<file path="src/rtl/step_sequencer.sv">
// rtl/step_sequencer.sv - instruction-cycle controller (fetch/decode/execute/writeback) for register_block
// Drives step phase, register strobes and the memory request handshake with a stall timeout.
module step_sequencer #(
  parameter int WAIT_LIMIT = 255,
  parameter int CW         = 8
) (
  input  logic        clock,
  input  logic        reset,
  input  logic        resume,
  input  logic        mem_ready,
  input  logic [15:0] mem_data,
  input  logic [15:0] flags,
  output logic [1:0]  step,
  output logic [3:0]  desired_source,
  output logic [3:0]  desired_destination,
  output logic        write_enable,
  output logic        inc_enable,
  output logic        push,
  output logic        pop,
  output logic        write_flags,
  output logic        mem_req,
  output logic        mem_write,
  output logic        halted,
  output logic        bus_error
);

  typedef enum logic [2:0] {
    S_FETCH,
    S_DECODE,
    S_EXECUTE,
    S_WRITEBACK,
    S_HALT
  } state_t;

  state_t          state;
  state_t          state_next;
  logic [15:0]     instr;
  logic [CW-1:0]   stall_cnt;
  logic [CW-1:0]   stall_cnt_next;
  logic            requesting;
  logic            stalling;
  logic            timeout;
  logic            src_mem;
  logic            dst_mem;
  logic            we_c;
  logic            inc_c;
  logic            push_c;
  logic            pop_c;
  logic            wf_c;
  logic            mem_write_c;
  logic            unused_flags;

  // r1-r3 and banked rb1-rb3: bit2 clear, low two bits nonzero
  function automatic logic is_mem_operand(input logic [3:0] code);
    return !code[2] && (code[1:0] != 2'b00);
  endfunction

  assign src_mem             = is_mem_operand(instr[3:0]);
  assign dst_mem             = is_mem_operand(instr[7:4]);
  assign desired_source      = instr[3:0];
  assign desired_destination = instr[7:4];
  assign unused_flags        = ^flags;

  always_comb begin
    state_next  = state;
    step        = 2'd0;
    requesting  = 1'b0;
    mem_write_c = 1'b0;
    we_c        = 1'b0;
    inc_c       = 1'b0;
    push_c      = 1'b0;
    pop_c       = 1'b0;
    wf_c        = 1'b0;
    timeout     = 1'b0;
    case (state)
      S_FETCH: begin
        step       = 2'd0;
        requesting = 1'b1;
        if (mem_ready) state_next = S_DECODE;
      end
      S_DECODE: begin
        step       = 2'd1;
        state_next = S_EXECUTE;
      end
      S_EXECUTE: begin
        step       = 2'd2;
        requesting = src_mem;
        if (!src_mem || mem_ready) begin
          pop_c      = instr[10];
          state_next = S_WRITEBACK;
        end
      end
      S_WRITEBACK: begin
        step        = 2'd3;
        requesting  = dst_mem;
        mem_write_c = dst_mem;
        if (!dst_mem || mem_ready) begin
          we_c       = (instr[7:4] != 4'h4) && (instr[15:12] != 4'hF);
          push_c     = we_c && instr[9];
          inc_c      = instr[8];
          wf_c       = instr[11];
          state_next = (instr[15:12] == 4'hF) ? S_HALT : S_FETCH;
        end
      end
      S_HALT: begin
        step = 2'd3;
        if (resume && !bus_error) state_next = S_FETCH;
      end
      default: state_next = S_FETCH;
    endcase

    stalling = requesting && !mem_ready;
    // the WAIT_LIMIT-th consecutive stalled cycle is the one that times out
    if (stalling && (stall_cnt >= CW'(WAIT_LIMIT - 1))) begin
      timeout    = 1'b1;
      state_next = S_HALT;
    end

    if (state_next != state) begin
      stall_cnt_next = '0;
    end else if (stalling && (stall_cnt != {CW{1'b1}})) begin
      stall_cnt_next = stall_cnt + 1'b1;
    end else begin
      stall_cnt_next = stall_cnt;
    end
  end

  // reset held low silences the bus and every strobe regardless of state
  assign mem_req      = requesting  && reset;
  assign mem_write    = mem_write_c && reset;
  assign write_enable = we_c        && reset;
  assign inc_enable   = inc_c       && reset;
  assign push         = push_c      && reset;
  assign pop          = pop_c       && reset;
  assign write_flags  = wf_c        && reset;
  assign halted       = (state == S_HALT);

  always_ff @(posedge clock) begin
    if (!reset) begin
      state     <= S_FETCH;
      instr     <= 16'h0000;
      stall_cnt <= '0;
      bus_error <= 1'b0;
    end else begin
      state     <= state_next;
      stall_cnt <= stall_cnt_next;
      if (timeout) bus_error <= 1'b1;
      if ((state == S_FETCH) && mem_ready) instr <= mem_data;
    end
  end

endmodule
</file>
<file path="config.mk">
export PLATFORM = sky130hd
export DESIGN_NAME = step_sequencer
export DESIGN_NICKNAME = d
export VERILOG_FILES = /design/src/rtl/step_sequencer.sv
export SDC_FILE = /design/constraint.sdc
export NUM_CORES = 1
export LEC_CHECK = 0
export CAP_MARGIN = 15
export CELL_PAD_IN_SITES_DETAIL_PLACEMENT = 0
export CELL_PAD_IN_SITES_GLOBAL_PLACEMENT = 1
export CORE_MARGIN = 2
export CORE_UTILIZATION = 32
export CTS_CLUSTER_DIAMETER = 80
export CTS_CLUSTER_SIZE = 24
export DETAILED_ROUTE_END_ITERATION = 16
export PLACE_DENSITY_LB_ADDON = 0.1
export SYNTH_ARGS = -nofsm -noshare
export SYNTH_HDL_FRONTEND = slang
export SYNTH_SLANG_ARGS = --single-unit
</file>
<file path="constraint.sdc">
create_clock -name clock -period 1.9 [get_ports clock]
set_input_delay 0.38 -clock clock [delete_from_list [all_inputs] [get_ports clock]]
set_output_delay 0.38 -clock clock [all_outputs]
set_load 0.05 [all_outputs]
</file>
==> impl_results.html, run 1 <==
<table>
<tr><th>Metric</th><th>Value</th></tr>
<tr><th colspan="2">Place</th></tr>
<tr><td>GP Congestion</td><td>0.900</td></tr>
<tr><td>Total placed instance area</td><td>0.00225 mm2</td></tr>
<tr><td>Number of buffers inserted by port buffering</td><td>38</td></tr>
<tr><td>Cell count after placement</td><td>301</td></tr>
<tr><td>Detailed-placement wirelength estimate</td><td>3.34 mm</td></tr>
<tr><th colspan="2">Floorplan</th></tr>
<tr><td>Height of the die</td><td>74.4 um</td></tr>
<tr><td>Starting density of the core</td><td>33.3%</td></tr>
<tr><td>Row count</td><td>25</td></tr>
<tr><td>Chip Width</td><td>74.4 um</td></tr>
<tr><td>Full die area</td><td>0.00553 mm2</td></tr>
<tr><td>Core area</td><td>0.00475 mm2</td></tr>
<tr><td>I/O Pins</td><td>55</td></tr>
<tr><th colspan="2">Logic synthesis</th></tr>
<tr><td>Largest cells by area after synthesis</td><td>sky130_fd_sc_hd__dfxtp_1, sky130_fd_sc_hd__nand2_1, sky130_fd_sc_hd__a21boi_1</td></tr>
<tr><td>Distinct cells, synth</td><td>43</td></tr>
<tr><td>FF+latch count, synth</td><td>28</td></tr>
<tr><td>Synthesized cell area</td><td>0.00158 mm2</td></tr>
<tr><td>Asr flop ratio synth</td><td>0%</td></tr>
<tr><td>Most area-hungry cell type in the Yosys netlist</td><td>sky130_fd_sc_hd__dfxtp_1</td></tr>
<tr><td>Leading cell type by number of instances after synthesis</td><td>sky130_fd_sc_hd__nand2_1</td></tr>
<tr><td>Commonest cells in the synthesized netlist</td><td>sky130_fd_sc_hd__nand2_1, sky130_fd_sc_hd__dfxtp_1, sky130_fd_sc_hd__a21boi_1, sky130_fd_sc_hd__buf_4, sky130_fd_sc_hd__nor2_1</td></tr>
<tr><td>Ys Warns</td><td>0</td></tr>
<tr><td>Count of flip-flops with a built-in enable after synthesis</td><td>0</td></tr>
<tr><td>Top flip-flop cell by instance count after synthesis</td><td>sky130_fd_sc_hd__dfxtp_1</td></tr>
<tr><td>Share of the yosys chip area belonging to registers</td><td>35.4%</td></tr>
<tr><td>Area share of the largest cell type after synthesis</td><td>35.4%</td></tr>
<tr><td>Synthesized netlist cell count</td><td>188</td></tr>
<tr><td>Synthesized Nets</td><td>226</td></tr>
<tr><td>Average footprint of a synthesized cell</td><td>8.43 um2</td></tr>
<tr><th colspan="2">Pwr</th></tr>
<tr><td>Comb pwr share</td><td>33.7%</td></tr>
<tr><td>Leakage power</td><td>0.906 nW</td></tr>
<tr><td>Portion of total power attributed to sequential cells</td><td>41.9%</td></tr>
<tr><td>Net switching power</td><td>0.000499 W</td></tr>
<tr><td>P_int</td><td>0.00106 W</td></tr>
<tr><td>Power density normalized to cell area</td><td>624 mW/mm2</td></tr>
<tr><td>Switching fraction of total power</td><td>32.1%</td></tr>
<tr><td>Clock Power Share</td><td>24.4%</td></tr>
<tr><td>Worst VDD drop</td><td>0.387 mV</td></tr>
<tr><th colspan="2">Drt</th></tr>
<tr><td>DRC violation count after routing</td><td>0</td></tr>
<tr><td>Count of antenna-violating nets left after detailed routing</td><td>0</td></tr>
<tr><td>Detailed-route via count</td><td>1551</td></tr>
<tr><td>First-pass iteration count of the detailed router</td><td>4</td></tr>
<tr><td>Iteration-0 DRC Markers</td><td>44</td></tr>
<tr><td>Routed Wire Length</td><td>4.50 mm</td></tr>
<tr><td>Routed via count divided by cell count</td><td>4.97</td></tr>
<tr><td>Average wire length per cell after detail routing</td><td>14.4 um</td></tr>
<tr><th colspan="2">Timing</th></tr>
<tr><td>Share of the cycle needed by the critical path after routing</td><td>99.4%</td></tr>
<tr><td>Actual slew at the worst max-slew pin</td><td>571 ps</td></tr>
<tr><td>Setup clock skew after layout</td><td>1.77 ps</td></tr>
<tr><td>Maximum clock frequency</td><td>0.529 GHz</td></tr>
<tr><td>Max transition margin</td><td>61.8%</td></tr>
<tr><td>RSZ-0062 raised after global routing</td><td>yes</td></tr>
<tr><td>Post-layout min period</td><td>1890 ps</td></tr>
<tr><td>Total count of hold-check failures in the final report</td><td>0</td></tr>
<tr><td>Final max-slew violation count</td><td>0</td></tr>
<tr><td>Final setup vio count</td><td>0</td></tr>
<tr><th colspan="2">Worst hold path</th></tr>
<tr><td>Class of the most critical hold timing path</td><td>flop to flop</td></tr>
<tr><td>Worst hold stages</td><td>2</td></tr>
<tr><th colspan="2">Global routing</th></tr>
<tr><td>First-pass GRT wire length</td><td>7.54 mm</td></tr>
<tr><td>Total global-route track usage</td><td>17.7%</td></tr>
<tr><td>Via count of the first global-routing pass</td><td>1606</td></tr>
<tr><td>Remaining global-route overflow</td><td>0</td></tr>
<tr><td>Initial antenna violation count</td><td>0</td></tr>
<tr><td>Largest net degree at the start of global routing</td><td>20</td></tr>
<tr><th colspan="2">Cells and area</th></tr>
<tr><td>Total of fill cells in the finished design</td><td>468</td></tr>
<tr><td>Sequential cell area</td><td>574 um2</td></tr>
<tr><td>Footprint of the multi-input gates</td><td>0.00103 mm2</td></tr>
<tr><td>Number of nets in the final layout</td><td>284</td></tr>
<tr><td>Fin cells</td><td>312</td></tr>
<tr><td>Area grow syn2layout</td><td>57.3%</td></tr>
<tr><td>Fraction of final layout cells with drive strength greater than 1</td><td>38.8%</td></tr>
<tr><td>Count of inserted antenna diode cells</td><td>0</td></tr>
<tr><td>Final instance area</td><td>0.00249 mm2</td></tr>
<tr><th colspan="2">Clocking</th></tr>
<tr><td>Root buffer selected by CTS</td><td>sky130_fd_sc_hd__clkbuf_8</td></tr>
<tr><td>Skew-Pair Late Insertion Delay</td><td>270 ps</td></tr>
<tr><td>Clock tree from TritonCTS</td><td>yes</td></tr>
<tr><td>Buffers from clock root to sink, at most</td><td>2</td></tr>
<tr><td>Number of sinks handled by clock tree synthesis</td><td>28</td></tr>
<tr><td>CTS clk-pin slew, worst paths</td><td>100 ps</td></tr>
<tr><td>H-tree level count</td><td>1</td></tr>
<tr><td>Number of buffers inserted by hold repair at cts</td><td>0</td></tr>
<tr><td>Number of CTS-inserted buffers</td><td>3</td></tr>
<tr><th colspan="2">Worst setup path</th></tr>
<tr><td>Worst reg-to-reg path cell count</td><td>6</td></tr>
<tr><td>Critical setup path kind</td><td>flop to primary output</td></tr>
<tr><td>Max stage delay on crit path</td><td>390 ps</td></tr>
<tr><td>Ordered list of cells on the worst path</td><td>or3b_4, a2bb2oi_4, nor2b_2, buf_12</td></tr>
<tr><td>Worst-path maximum fanout</td><td>6</td></tr>
<tr><td>Required time reported for the critical path endpoint</td><td>1520 ps</td></tr>
<tr><td>Type of origin of the critical path</td><td>flop</td></tr>
<tr><td>Max stage delay cell, worst path</td><td>sky130_fd_sc_hd__or3b_4</td></tr>
<tr><td>Nature of the critical path endpoint</td><td>primary output</td></tr>
<tr><td>Critical Path AT</td><td>1510 ps</td></tr>
<tr><th colspan="2">Outcome</th></tr>
<tr><td>Run status</td><td>finished clean</td></tr>
<tr><th colspan="2">Run</th></tr>
<tr><td>Count of max-cap constraint violations</td><td>0</td></tr>
</table>
## layout by cell type, fill, tap and decap left out, drive strengths merged, types with 5 or more instances in the layout
cell type      synthesis  routed
nand3                  6       6
nor2                   9       9
or4                    7       7
o31ai                  8       8
a21boi                16      16
buf                   13      51
nor2b                  5       5
nand2                 37      37
a211oi                 9       9
dfxtp                 28      28
clkdlybuf4s50          0      18
## through the flow
step / hold slack [ps] / TNS [ps] / total power [W] / setup WS (ps) / util, %
after detailed placement: 448 / -3850 / 0.00113 / -328 / 47.2
after global placement: 440 / -2930 / 0.00112 / -271 / 47.2
after floorplan: 430 / -359 / 0.000933 / -359 / -
after global routing: 501 / -329 / 0.00164 / -63.2 / 52.4
final: 459 / 0 / 0.00156 / 11.0 / 52.4
after CTS: 463 / -109 / 0.00155 / -51.0 / 51.0
## sequential cells by signal (all words and copies together), names as in the netlist
register and flops:
state 3, stall_cnt 8, bus_error 1, instr 16
## cell families (layout without fill, tap and decap cells)
group | after synthesis | in the layout | synth area share [%]
AOI/OAI and AO/OA | 50 | 50 | 26.9
DFF | 28 | 28 | 35.4
and+or+nand+nor | 86 | 86 | 27.6
adders and majority gates | 2 | 2 | 1.58
buffers and inverters | 22 | 79 | 8.61
## metal layers
metal | up-vias | part of all wire [%] | track usage (%)
met5 | - | 0 | 0
met4 | 0 | 1.9 | 5.36
met3 | 10 | 3.6 | 4.61
met2 | 31 | 52 | 32.0
met1 | 728 | 43 | 20.6
li1 | 782 | - | -
## cell type report
class                           count  share of cell area, %
Sequential cell                    28                   23.0
Multi-Input combinational cell    138                   41.3
Timing Repair Buffer               72                   29.6
Tap cell                           67                   3.36
Clock buffer                        4                   2.21
Inverter                            3                  0.452
## power groups by stage
stage	Sequential, W	Combinational (W)	Clock, W
after floorplan	0.000649	0.000284	0
after detailed placement	0.000659	0.000468	0
after global placement	0.000657	0.000460	0
final	0.000652	0.000524	0.000379
after CTS	0.000651	0.000505	0.000391
after global routing	0.000659	0.000562	0.000420
## worst paths after layout
kind,start,to,slack (ps)
max,state[1],mem_req,10
min,instr[3],instr[3],460
max reg2reg,instr[6],stall_cnt[5],30
min reg2reg,instr[3],instr[3],460
## critical path: cells and delay by family (launching register included)
family | cells | cell delay (ps)
simple gates | 2 | 480
flops | 1 | 380
buf+inv | 1 | 150
compound gates | 1 | 230
## timing repair
item,CTS,global route
resized for setup,32,13
pin swaps,4,12
setup buffers,5,3
endpoints found under the setup margin,14,16
hold endpoints to repair,0,0
Power figures use the tool's default switching activity.
==> inputs of run 2 (changes only) <==
GPL_ROUTABILITY_DRIVEN = 0   (was default)
GPL_TIMING_DRIVEN = 0   (was default)
==> impl_results.html, run 2 (same netlist as run 1, synthesis figures left out) <==
<table>
<tr><th>Metric</th><th>Value</th></tr>
<tr><th colspan="2">Pwr</th></tr>
<tr><td>Comb pwr share</td><td>32.9% (-0.8 points)</td></tr>
<tr><td>P_int</td><td>0.000974 W (-7.7%)</td></tr>
<tr><td>Portion of total power attributed to sequential cells</td><td>44.2% (+2.3 points)</td></tr>
<tr><td>Leakage power</td><td>0.878 nW (-3.1%)</td></tr>
<tr><td>Clock Power Share</td><td>22.8% (-1.6 points)</td></tr>
<tr><td>Total power after layout</td><td>0.00147 W (-5.8%)</td></tr>
<tr><td>Worst VDD drop</td><td>0.315 mV (-19%)</td></tr>
<tr><td>Net switching power</td><td>0.000491 W (-1.5%)</td></tr>
<tr><td>Power density normalized to cell area</td><td>628 mW/mm2 (+0.66%)</td></tr>
<tr><td>Switching fraction of total power</td><td>33.5% (+1.4 points)</td></tr>
<tr><th colspan="2">Global routing</th></tr>
<tr><td>Initial antenna violation count</td><td>0 (unchanged)</td></tr>
<tr><td>Largest net degree at the start of global routing</td><td>15 (-25%)</td></tr>
<tr><td>Total global-route track usage</td><td>15.8% (-2.0 points)</td></tr>
<tr><td>First-pass GRT wire length</td><td>6.67 mm (-12%)</td></tr>
<tr><td>Via count of the first global-routing pass</td><td>1416 (-12%)</td></tr>
<tr><td>Remaining global-route overflow</td><td>0 (unchanged)</td></tr>
<tr><th colspan="2">Timing</th></tr>
<tr><td>Maximum clock frequency</td><td>0.505 GHz (-4.6%)</td></tr>
<tr><td>Share of the cycle needed by the critical path after routing</td><td>104% (+4.8 points)</td></tr>
<tr><td>Setup clock skew after layout</td><td>1.55 ps (-0.217 ps)</td></tr>
<tr><td>Final setup vio count</td><td>3 (+3)</td></tr>
<tr><td>Max transition margin</td><td>59.5% (-2.3 points)</td></tr>
<tr><td>Actual slew at the worst max-slew pin</td><td>605 ps (+34.7 ps)</td></tr>
<tr><td>Smallest hold slack</td><td>457 ps (-1.90 ps)</td></tr>
<tr><td>Post-layout min period</td><td>1980 ps (+91.7 ps)</td></tr>
<tr><td>Smallest setup slack after layout</td><td>-80.7 ps (-91.7 ps)</td></tr>
<tr><td>Total count of hold-check failures in the final report</td><td>0 (unchanged)</td></tr>
<tr><td>Final max-slew violation count</td><td>0 (unchanged)</td></tr>
<tr><td>RSZ-0062 raised after global routing</td><td>yes</td></tr>
<tr><th colspan="2">Drt</th></tr>
<tr><td>Routed via count divided by cell count</td><td>5.06 (+1.8%)</td></tr>
<tr><td>Average wire length per cell after detail routing</td><td>14.0 um (-2.7%)</td></tr>
<tr><td>Routed Wire Length</td><td>4.28 mm (-4.9%)</td></tr>
<tr><td>Detailed-route via count</td><td>1543 (-0.52%)</td></tr>
<tr><td>Count of antenna-violating nets left after detailed routing</td><td>0 (unchanged)</td></tr>
<tr><td>Iteration-0 DRC Markers</td><td>38 (-14%)</td></tr>
<tr><td>DRC violation count after routing</td><td>0 (unchanged)</td></tr>
<tr><td>First-pass iteration count of the detailed router</td><td>4 (unchanged)</td></tr>
<tr><th colspan="2">Clocking</th></tr>
<tr><td>Clock tree from TritonCTS</td><td>yes</td></tr>
<tr><td>H-tree level count</td><td>1 (unchanged)</td></tr>
<tr><td>Number of buffers inserted by hold repair at cts</td><td>0 (unchanged)</td></tr>
<tr><td>Root buffer selected by CTS</td><td>sky130_fd_sc_hd__clkbuf_8</td></tr>
<tr><td>CTS clk-pin slew, worst paths</td><td>100 ps (about the same)</td></tr>
<tr><td>Number of CTS-inserted buffers</td><td>3 (unchanged)</td></tr>
<tr><td>Buffers from clock root to sink, at most</td><td>2 (unchanged)</td></tr>
<tr><td>Number of sinks handled by clock tree synthesis</td><td>28 (unchanged)</td></tr>
<tr><td>Skew-Pair Late Insertion Delay</td><td>280 ps (about the same)</td></tr>
<tr><th colspan="2">Cells and area</th></tr>
<tr><td>Registers with the highest flip-flop counts</td><td>instr x16, stall_cnt x8, state x3</td></tr>
<tr><td>Fraction of final layout cells with drive strength greater than 1</td><td>31.1% (-7.7 points)</td></tr>
<tr><td>Final instance area</td><td>0.00233 mm2 (-6.4%)</td></tr>
<tr><td>Count of inserted antenna diode cells</td><td>0 (unchanged)</td></tr>
<tr><td>Reg with most FFs</td><td>instr</td></tr>
<tr><td>Number of nets in the final layout</td><td>278 (-2.1%)</td></tr>
<tr><td>Area grow syn2layout</td><td>47.3%</td></tr>
<tr><td>Leading cell type in the layout, fill and taps excluded</td><td>sky130_fd_sc_hd__nand2_1</td></tr>
<tr><td>Most frequent cells in the layout</td><td>sky130_fd_sc_hd__nand2_1, sky130_fd_sc_hd__dfxtp_1, sky130_fd_sc_hd__buf_4</td></tr>
<tr><td>Max reg flops</td><td>16 (unchanged)</td></tr>
<tr><th colspan="2">Worst setup path</th></tr>
<tr><td>Nature of the critical path endpoint</td><td>primary output</td></tr>
<tr><td>Ordered list of cells on the worst path</td><td>nor2b_4, nand3_4, nor4_4, and2_4, buf_8</td></tr>
<tr><td>Critical R2R Launch</td><td>state[2]</td></tr>
<tr><td>Worst reg-to-reg path cell count</td><td>5 (-1)</td></tr>
<tr><td>Type of origin of the critical path</td><td>flop</td></tr>
<tr><td>Timing startpoint of the critical path</td><td>state[1]</td></tr>
<tr><td>End point of the critical path</td><td>push</td></tr>
<tr><td>Critical setup path kind</td><td>flop to primary output</td></tr>
<tr><td>Critical Path AT</td><td>1600 ps (+90 ps)</td></tr>
<tr><td>Worst-path maximum fanout</td><td>6 (unchanged)</td></tr>
<tr><td>Max stage delay on crit path</td><td>390 ps (about the same)</td></tr>
<tr><td>Reg-to-Reg End</td><td>stall_cnt[6]</td></tr>
<tr><td>Minimum setup slack among reg-to-reg paths</td><td>70 ps (+40 ps)</td></tr>
<tr><td>Required time reported for the critical path endpoint</td><td>1520 ps (about the same)</td></tr>
<tr><td>Max stage delay cell, worst path</td><td>sky130_fd_sc_hd__dfxtp_4</td></tr>
<tr><th colspan="2">Floorplan</th></tr>
<tr><td>Full die area</td><td>0.00553 mm2 (unchanged)</td></tr>
<tr><td>Height of the die</td><td>74.4 um (unchanged)</td></tr>
<tr><td>Chip Width</td><td>74.4 um (unchanged)</td></tr>
<tr><td>Starting density of the core</td><td>33.3% (unchanged)</td></tr>
<tr><td>Core area</td><td>0.00475 mm2 (unchanged)</td></tr>
<tr><td>Row count</td><td>25 (unchanged)</td></tr>
<tr><td>I/O Pins</td><td>55 (unchanged)</td></tr>
<tr><th colspan="2">Outcome</th></tr>
<tr><td>Run status</td><td>finished with violations</td></tr>
<tr><td>Failing checks</td><td>negative setup slack</td></tr>
<tr><th colspan="2">Place</th></tr>
<tr><td>Total placed instance area</td><td>0.00206 mm2 (-8.1%)</td></tr>
<tr><td>Detailed-placement wirelength estimate</td><td>2.99 mm (-10%)</td></tr>
<tr><td>Number of buffers inserted by port buffering</td><td>37 (-2.6%)</td></tr>
<tr><th colspan="2">Worst hold path</th></tr>
<tr><td>Class of the most critical hold timing path</td><td>flop to flop</td></tr>
<tr><th colspan="2">Run</th></tr>
<tr><td>Count of max-cap constraint violations</td><td>0 (unchanged)</td></tr>
</table>
## run 2: cell count changes in the layout (fill, tap and decap cells not counted), sizes merged
cell / before / now
dlymetal6s2s: 0 / 1
dlygate4sd2: 3 / 8
buf: 51 / 34
clkbuf: 4 / 8
## run 2: final cells by class
type,count,area (um2)
timing repair buffer,50,502
sequential,28,577
fill,469,2420
clock buffer,3,41.3
tap,67,83.8
multi-input combinational,138,1000
inverter,3,11.3
buffer,16,118
## run 2: power by group through the flow
stage	combinational, W	clock [W]	sequential, W
2_1_floorplan	0.000284	0	0.000649
3_3_place_gp	0.000406	0	0.000654
3_5_place_dp	0.000414	0	0.000655
4_1_cts	0.000463	0.000349	0.000646
5_1_grt	0.000515	0.000373	0.000654
6_report	0.000483	0.000335	0.000648
## run 2: per-layer routing
metal	global-route usage, %	up-vias	wire length (um)
met5	0	-	0
li1	-	768	-
met1	20.1	733	1960
met4	5.95	0	65
met2	26.9	35	2110
met3	2.44	7	143
## run 2: timing repair
action | 4_1_cts | 5_1_grt
buffers inserted | 6 | 7
pin swaps | 5 | 6
hold endpoints to repair | 0 | 0
setup endpoints to repair | 24 | 30
gates resized for setup | 94 | 27
## run 2: critical path: cells and delay by family, from the launching register on
family	cells	cell delay, ps
simple gates	4	790
flops	1	390
buf+inv	1	140
## run 2: how the worst min path moves through the flow
stage                   start   endpoint  cells past startpoint
floorplan            instr[8]   instr[8]                      2
global route         instr[8]   instr[8]                      2
CTS                  instr[8]   instr[8]                      2
detailed placement   instr[8]   instr[8]                      2
finish              instr[14]  instr[14]                      2
global placement     instr[8]   instr[8]                      2
## run 2: metrics by stage
step	setup WS, ps	cells	util, %	setup TNS, ps
4_1_cts	-90.0	301	46.7	-166
2_1_floorplan	-359	188	-	-359
3_5_place_dp	-985	292	43.4	-8390
6_report	-80.7	305	49.1	-131
3_3_place_gp	-1010	292	43.4	-8390
5_1_grt	-151	305	49.1	-432
==> inputs of run 3 (changes only) <==
GPL_TIMING_DRIVEN = default   (was 0)
MAX_ROUTING_LAYER = met4   (was default)
==> impl_results.html, run 3 (same netlist as run 1, synthesis figures left out) <==
<table>
<tr><th>Metric</th><th>Value</th></tr>
<tr><th colspan="2">Outcome</th></tr>
<tr><td>Run status</td><td>finished clean</td></tr>
<tr><th colspan="2">Worst setup path</th></tr>
<tr><td>Max stage delay cell, worst path</td><td>sky130_fd_sc_hd__or3b_4</td></tr>
<tr><td>Kind of cell adding the most delay to the critical path</td><td>simple AND/OR/NAND/NOR gates</td></tr>
<tr><td>Buffers &amp; Inverters on Critical Path</td><td>1 (unchanged)</td></tr>
<tr><td>Type of origin of the critical path</td><td>flop</td></tr>
<tr><td>Reg-to-Reg End</td><td>stall_cnt[5]</td></tr>
<tr><td>Worst-path maximum fanout</td><td>6 (unchanged)</td></tr>
<tr><td>Max stage delay on crit path</td><td>390 ps (about the same)</td></tr>
<tr><td>Critical R2R Launch</td><td>instr[6]</td></tr>
<tr><td>Minimum setup slack among reg-to-reg paths</td><td>30 ps (-40 ps)</td></tr>
<tr><td>Required time reported for the critical path endpoint</td><td>1520 ps (about the same)</td></tr>
<tr><td>Critical Path AT</td><td>1510 ps (-90 ps)</td></tr>
<tr><td>Critical setup path kind</td><td>flop to primary output</td></tr>
<tr><td>Ordered list of cells on the worst path</td><td>or3b_4, a2bb2oi_4, nor2b_2, buf_12</td></tr>
<tr><td>Worst reg-to-reg path cell count</td><td>6 (+1)</td></tr>
<tr><td>Nature of the critical path endpoint</td><td>primary output</td></tr>
<tr><th colspan="2">Cells and area</th></tr>
<tr><td>Area grow syn2layout</td><td>57.3%</td></tr>
<tr><td>Registers with the highest flip-flop counts</td><td>instr x16, stall_cnt x8, state x3</td></tr>
<tr><td>Leading cell type in the layout, fill and taps excluded</td><td>sky130_fd_sc_hd__buf_4</td></tr>
<tr><td>Count of inserted antenna diode cells</td><td>0 (unchanged)</td></tr>
<tr><td>Final Util</td><td>52.4% (+3.3 points)</td></tr>
<tr><td>Reg with most FFs</td><td>instr</td></tr>
<tr><td>Fraction of final layout cells with drive strength greater than 1</td><td>38.8% (+7.7 points)</td></tr>
<tr><td>Max reg flops</td><td>16 (unchanged)</td></tr>
<tr><td>Number of nets in the final layout</td><td>284 (+2.2%)</td></tr>
<tr><td>Most frequent cells in the layout</td><td>sky130_fd_sc_hd__buf_4, sky130_fd_sc_hd__nand2_1, sky130_fd_sc_hd__dfxtp_1</td></tr>
<tr><th colspan="2">Pwr</th></tr>
<tr><td>Switching fraction of total power</td><td>32.0% (-1.5 points)</td></tr>
<tr><td>Portion of total power attributed to sequential cells</td><td>42.0% (-2.2 points)</td></tr>
<tr><td>Total power after layout</td><td>0.00155 W (+6.0%)</td></tr>
<tr><td>Leakage power</td><td>0.906 nW (+3.1%)</td></tr>
<tr><td>Worst VDD drop</td><td>0.384 mV (+22%)</td></tr>
<tr><td>P_int</td><td>0.00106 W (+8.4%)</td></tr>
<tr><td>Net switching power</td><td>0.000497 W (+1.2%)</td></tr>
<tr><td>Power density normalized to cell area</td><td>623 mW/mm2 (-0.79%)</td></tr>
<tr><td>Comb pwr share</td><td>33.7% (+0.8 points)</td></tr>
<tr><td>Clock Power Share</td><td>24.3% (+1.5 points)</td></tr>
<tr><th colspan="2">Clocking</th></tr>
<tr><td>Skew-Pair Late Insertion Delay</td><td>270 ps (about the same)</td></tr>
<tr><td>Number of sinks handled by clock tree synthesis</td><td>28 (unchanged)</td></tr>
<tr><td>Buffers from clock root to sink, at most</td><td>2 (unchanged)</td></tr>
<tr><td>H-tree level count</td><td>1 (unchanged)</td></tr>
<tr><td>Root buffer selected by CTS</td><td>sky130_fd_sc_hd__clkbuf_8</td></tr>
<tr><td>Clock tree from TritonCTS</td><td>yes</td></tr>
<tr><td>Number of CTS-inserted buffers</td><td>3 (unchanged)</td></tr>
<tr><td>CTS clk-pin slew, worst paths</td><td>100 ps (about the same)</td></tr>
<tr><th colspan="2">Drt</th></tr>
<tr><td>Routed via count divided by cell count</td><td>4.96 (-2.1%)</td></tr>
<tr><td>Iteration-0 DRC Markers</td><td>45 (+18%)</td></tr>
<tr><td>Average wire length per cell after detail routing</td><td>14.4 um (+2.5%)</td></tr>
<tr><td>Routed Wire Length</td><td>4.48 mm (+4.9%)</td></tr>
<tr><td>Detailed-route via count</td><td>1546 (+0.19%)</td></tr>
<tr><td>Count of antenna-violating nets left after detailed routing</td><td>0 (unchanged)</td></tr>
<tr><td>First-pass iteration count of the detailed router</td><td>4 (unchanged)</td></tr>
<tr><td>DRC violation count after routing</td><td>0 (unchanged)</td></tr>
<tr><th colspan="2">Worst hold path</th></tr>
<tr><td>WHS Endpoint</td><td>instr[3]</td></tr>
<tr><td>Class of the most critical hold timing path</td><td>flop to flop</td></tr>
<tr><td>Worst hold stages</td><td>2 (unchanged)</td></tr>
<tr><td>Launch instance of the worst min-delay path</td><td>instr[3]</td></tr>
<tr><th colspan="2">Timing</th></tr>
<tr><td>Summed negative setup slack over all endpoints</td><td>0 ps (+131 ps)</td></tr>
<tr><td>Max transition margin</td><td>61.8% (+2.3 points)</td></tr>
<tr><td>Share of the cycle needed by the critical path after routing</td><td>99.3% (-4.9 points)</td></tr>
<tr><td>Post-layout min period</td><td>1890 ps (-94.0 ps)</td></tr>
<tr><td>Maximum clock frequency</td><td>0.530 GHz (+5.0%)</td></tr>
<tr><td>Final max-slew violation count</td><td>0 (unchanged)</td></tr>
<tr><td>Setup clock skew after layout</td><td>3.52 ps (+1.98 ps)</td></tr>
<tr><td>RSZ-0062 raised after global routing</td><td>yes</td></tr>
<tr><td>Actual slew at the worst max-slew pin</td><td>571 ps (-34.6 ps)</td></tr>
<tr><td>Final setup vio count</td><td>0 (-3)</td></tr>
<tr><td>Smallest hold slack</td><td>461 ps (+3.57 ps)</td></tr>
<tr><td>Total count of hold-check failures in the final report</td><td>0 (unchanged)</td></tr>
<tr><th colspan="2">Global routing</th></tr>
<tr><td>Largest net degree at the start of global routing</td><td>20 (+5)</td></tr>
<tr><td>Via count of the first global-routing pass</td><td>1615 (+14%)</td></tr>
<tr><td>Met1 track utilization from global routing</td><td>20.6% (+0.50 points)</td></tr>
<tr><td>Remaining global-route overflow</td><td>0 (unchanged)</td></tr>
<tr><td>Grt peak-use layer</td><td>met2</td></tr>
<tr><td>Initial antenna violation count</td><td>0 (unchanged)</td></tr>
<tr><td>Total global-route track usage</td><td>18.3% (+2.5 points)</td></tr>
<tr><td>GR Util met2</td><td>31.9% (+5.1 points)</td></tr>
<tr><td>Global routing met3 resource utilization</td><td>4.47% (+2.0 points)</td></tr>
<tr><td>First-pass GRT wire length</td><td>7.54 mm (+13%)</td></tr>
<tr><th colspan="2">Floorplan</th></tr>
<tr><td>Height of the die</td><td>74.4 um (unchanged)</td></tr>
<tr><td>Starting density of the core</td><td>33.3% (unchanged)</td></tr>
<tr><td>Core area</td><td>0.00475 mm2 (unchanged)</td></tr>
<tr><td>Full die area</td><td>0.00553 mm2 (unchanged)</td></tr>
<tr><td>Chip Width</td><td>74.4 um (unchanged)</td></tr>
<tr><td>Row count</td><td>25 (unchanged)</td></tr>
<tr><td>I/O Pins</td><td>55 (unchanged)</td></tr>
<tr><th colspan="2">Place</th></tr>
<tr><td>Detailed-placement wirelength estimate</td><td>3.34 mm (+12%)</td></tr>
<tr><td>Number of buffers inserted by port buffering</td><td>38 (+2.7%)</td></tr>
<tr><th colspan="2">Run</th></tr>
<tr><td>Count of max-cap constraint violations</td><td>0 (unchanged)</td></tr>
</table>
run 3: cell count changes in the layout (fill, tap and decap cells not counted), moves of 2 or more:
cell and delta:
sky130_fd_sc_hd__a211oi_1 -3, sky130_fd_sc_hd__a211oi_2 +3, sky130_fd_sc_hd__buf_6 -5, sky130_fd_sc_hd__inv_2 +2, sky130_fd_sc_hd__clkbuf_2 -4, sky130_fd_sc_hd__dlygate4sd2_1 -5
sky130_fd_sc_hd__buf_4 +18, sky130_fd_sc_hd__or4_4 +2, sky130_fd_sc_hd__buf_8 -5, sky130_fd_sc_hd__inv_1 -2, sky130_fd_sc_hd__buf_12 +10, sky130_fd_sc_hd__or4_1 -2
run 3: how the worst max path moves through the flow:
stage / slack [ps] / from / depth (start not counted) / endpoint
finish: 10 / state[1] / 4 / mem_req
floorplan: -360 / instr[4] / 4 / push
CTS: -50 / state[1] / 4 / mem_req
detailed placement: -330 / mem_ready / 5 / stall_cnt[5]
global placement: -270 / mem_ready / 5 / stall_cnt[5]
global route: -60 / instr[4] / 5 / push
run 3: worst reg2reg max path: stages (launching register included):
cell and delay [ps]:
sky130_fd_sc_hd__dfxtp_2 350, sky130_fd_sc_hd__o21bai_4 190, sky130_fd_sc_hd__buf_4 160, sky130_fd_sc_hd__a2bb2oi_4 190
sky130_fd_sc_hd__buf_4 180, sky130_fd_sc_hd__or4_1 520, sky130_fd_sc_hd__a211oi_2 210
run 3: area by class of cell:
cell class / instances / area (um2)
multi-input cells: 138 / 1030
well taps: 67 / 83.8
clock buffers: 4 / 55.1
repair buffers: 72 / 738
fillers: 468 / 2260
flip-flops and latches: 28 / 574
inverters: 3 / 11.3
run 3: power groups by stage:
stage / Combinational (W) / Clock [W] / Sequential [W]
floorplan: 0.000284 / 0 / 0.000649
global placement: 0.000460 / 0 / 0.000657
detailed placement: 0.000468 / 0 / 0.000659
CTS: 0.000505 / 0.000391 / 0.000651
global route: 0.000562 / 0.000420 / 0.000659
finish: 0.000523 / 0.000378 / 0.000652
run 3: metal layers:
metal | vias to the layer above | share of wire, %
li1 | 783 | -
met1 | 726 | 43
met2 | 27 | 52
met3 | 10 | 2.9
met4 | 0 | 1.9
met5 | - | 0
run 3: metrics by stage:
stage                     worst slack [ps]  cells  cell area [um2]
final                                 13.3    312             2490
after global routing                 -63.0    312             2490
after CTS                            -51.0    309             2420
after detailed placement              -328    301             2250
after global placement                -271    301             2250
after floorplan                       -359    188             1610
run 3: timing repair:
| item | in CTS | in global routing |
|---|---|---|
| pin swaps | 4 | 12 |
| hold buffers | 0 | 0 |
| resized for setup | 32 | 13 |
| setup endpoints to repair | 14 | 16 |
| buffers inserted | 5 | 3 |
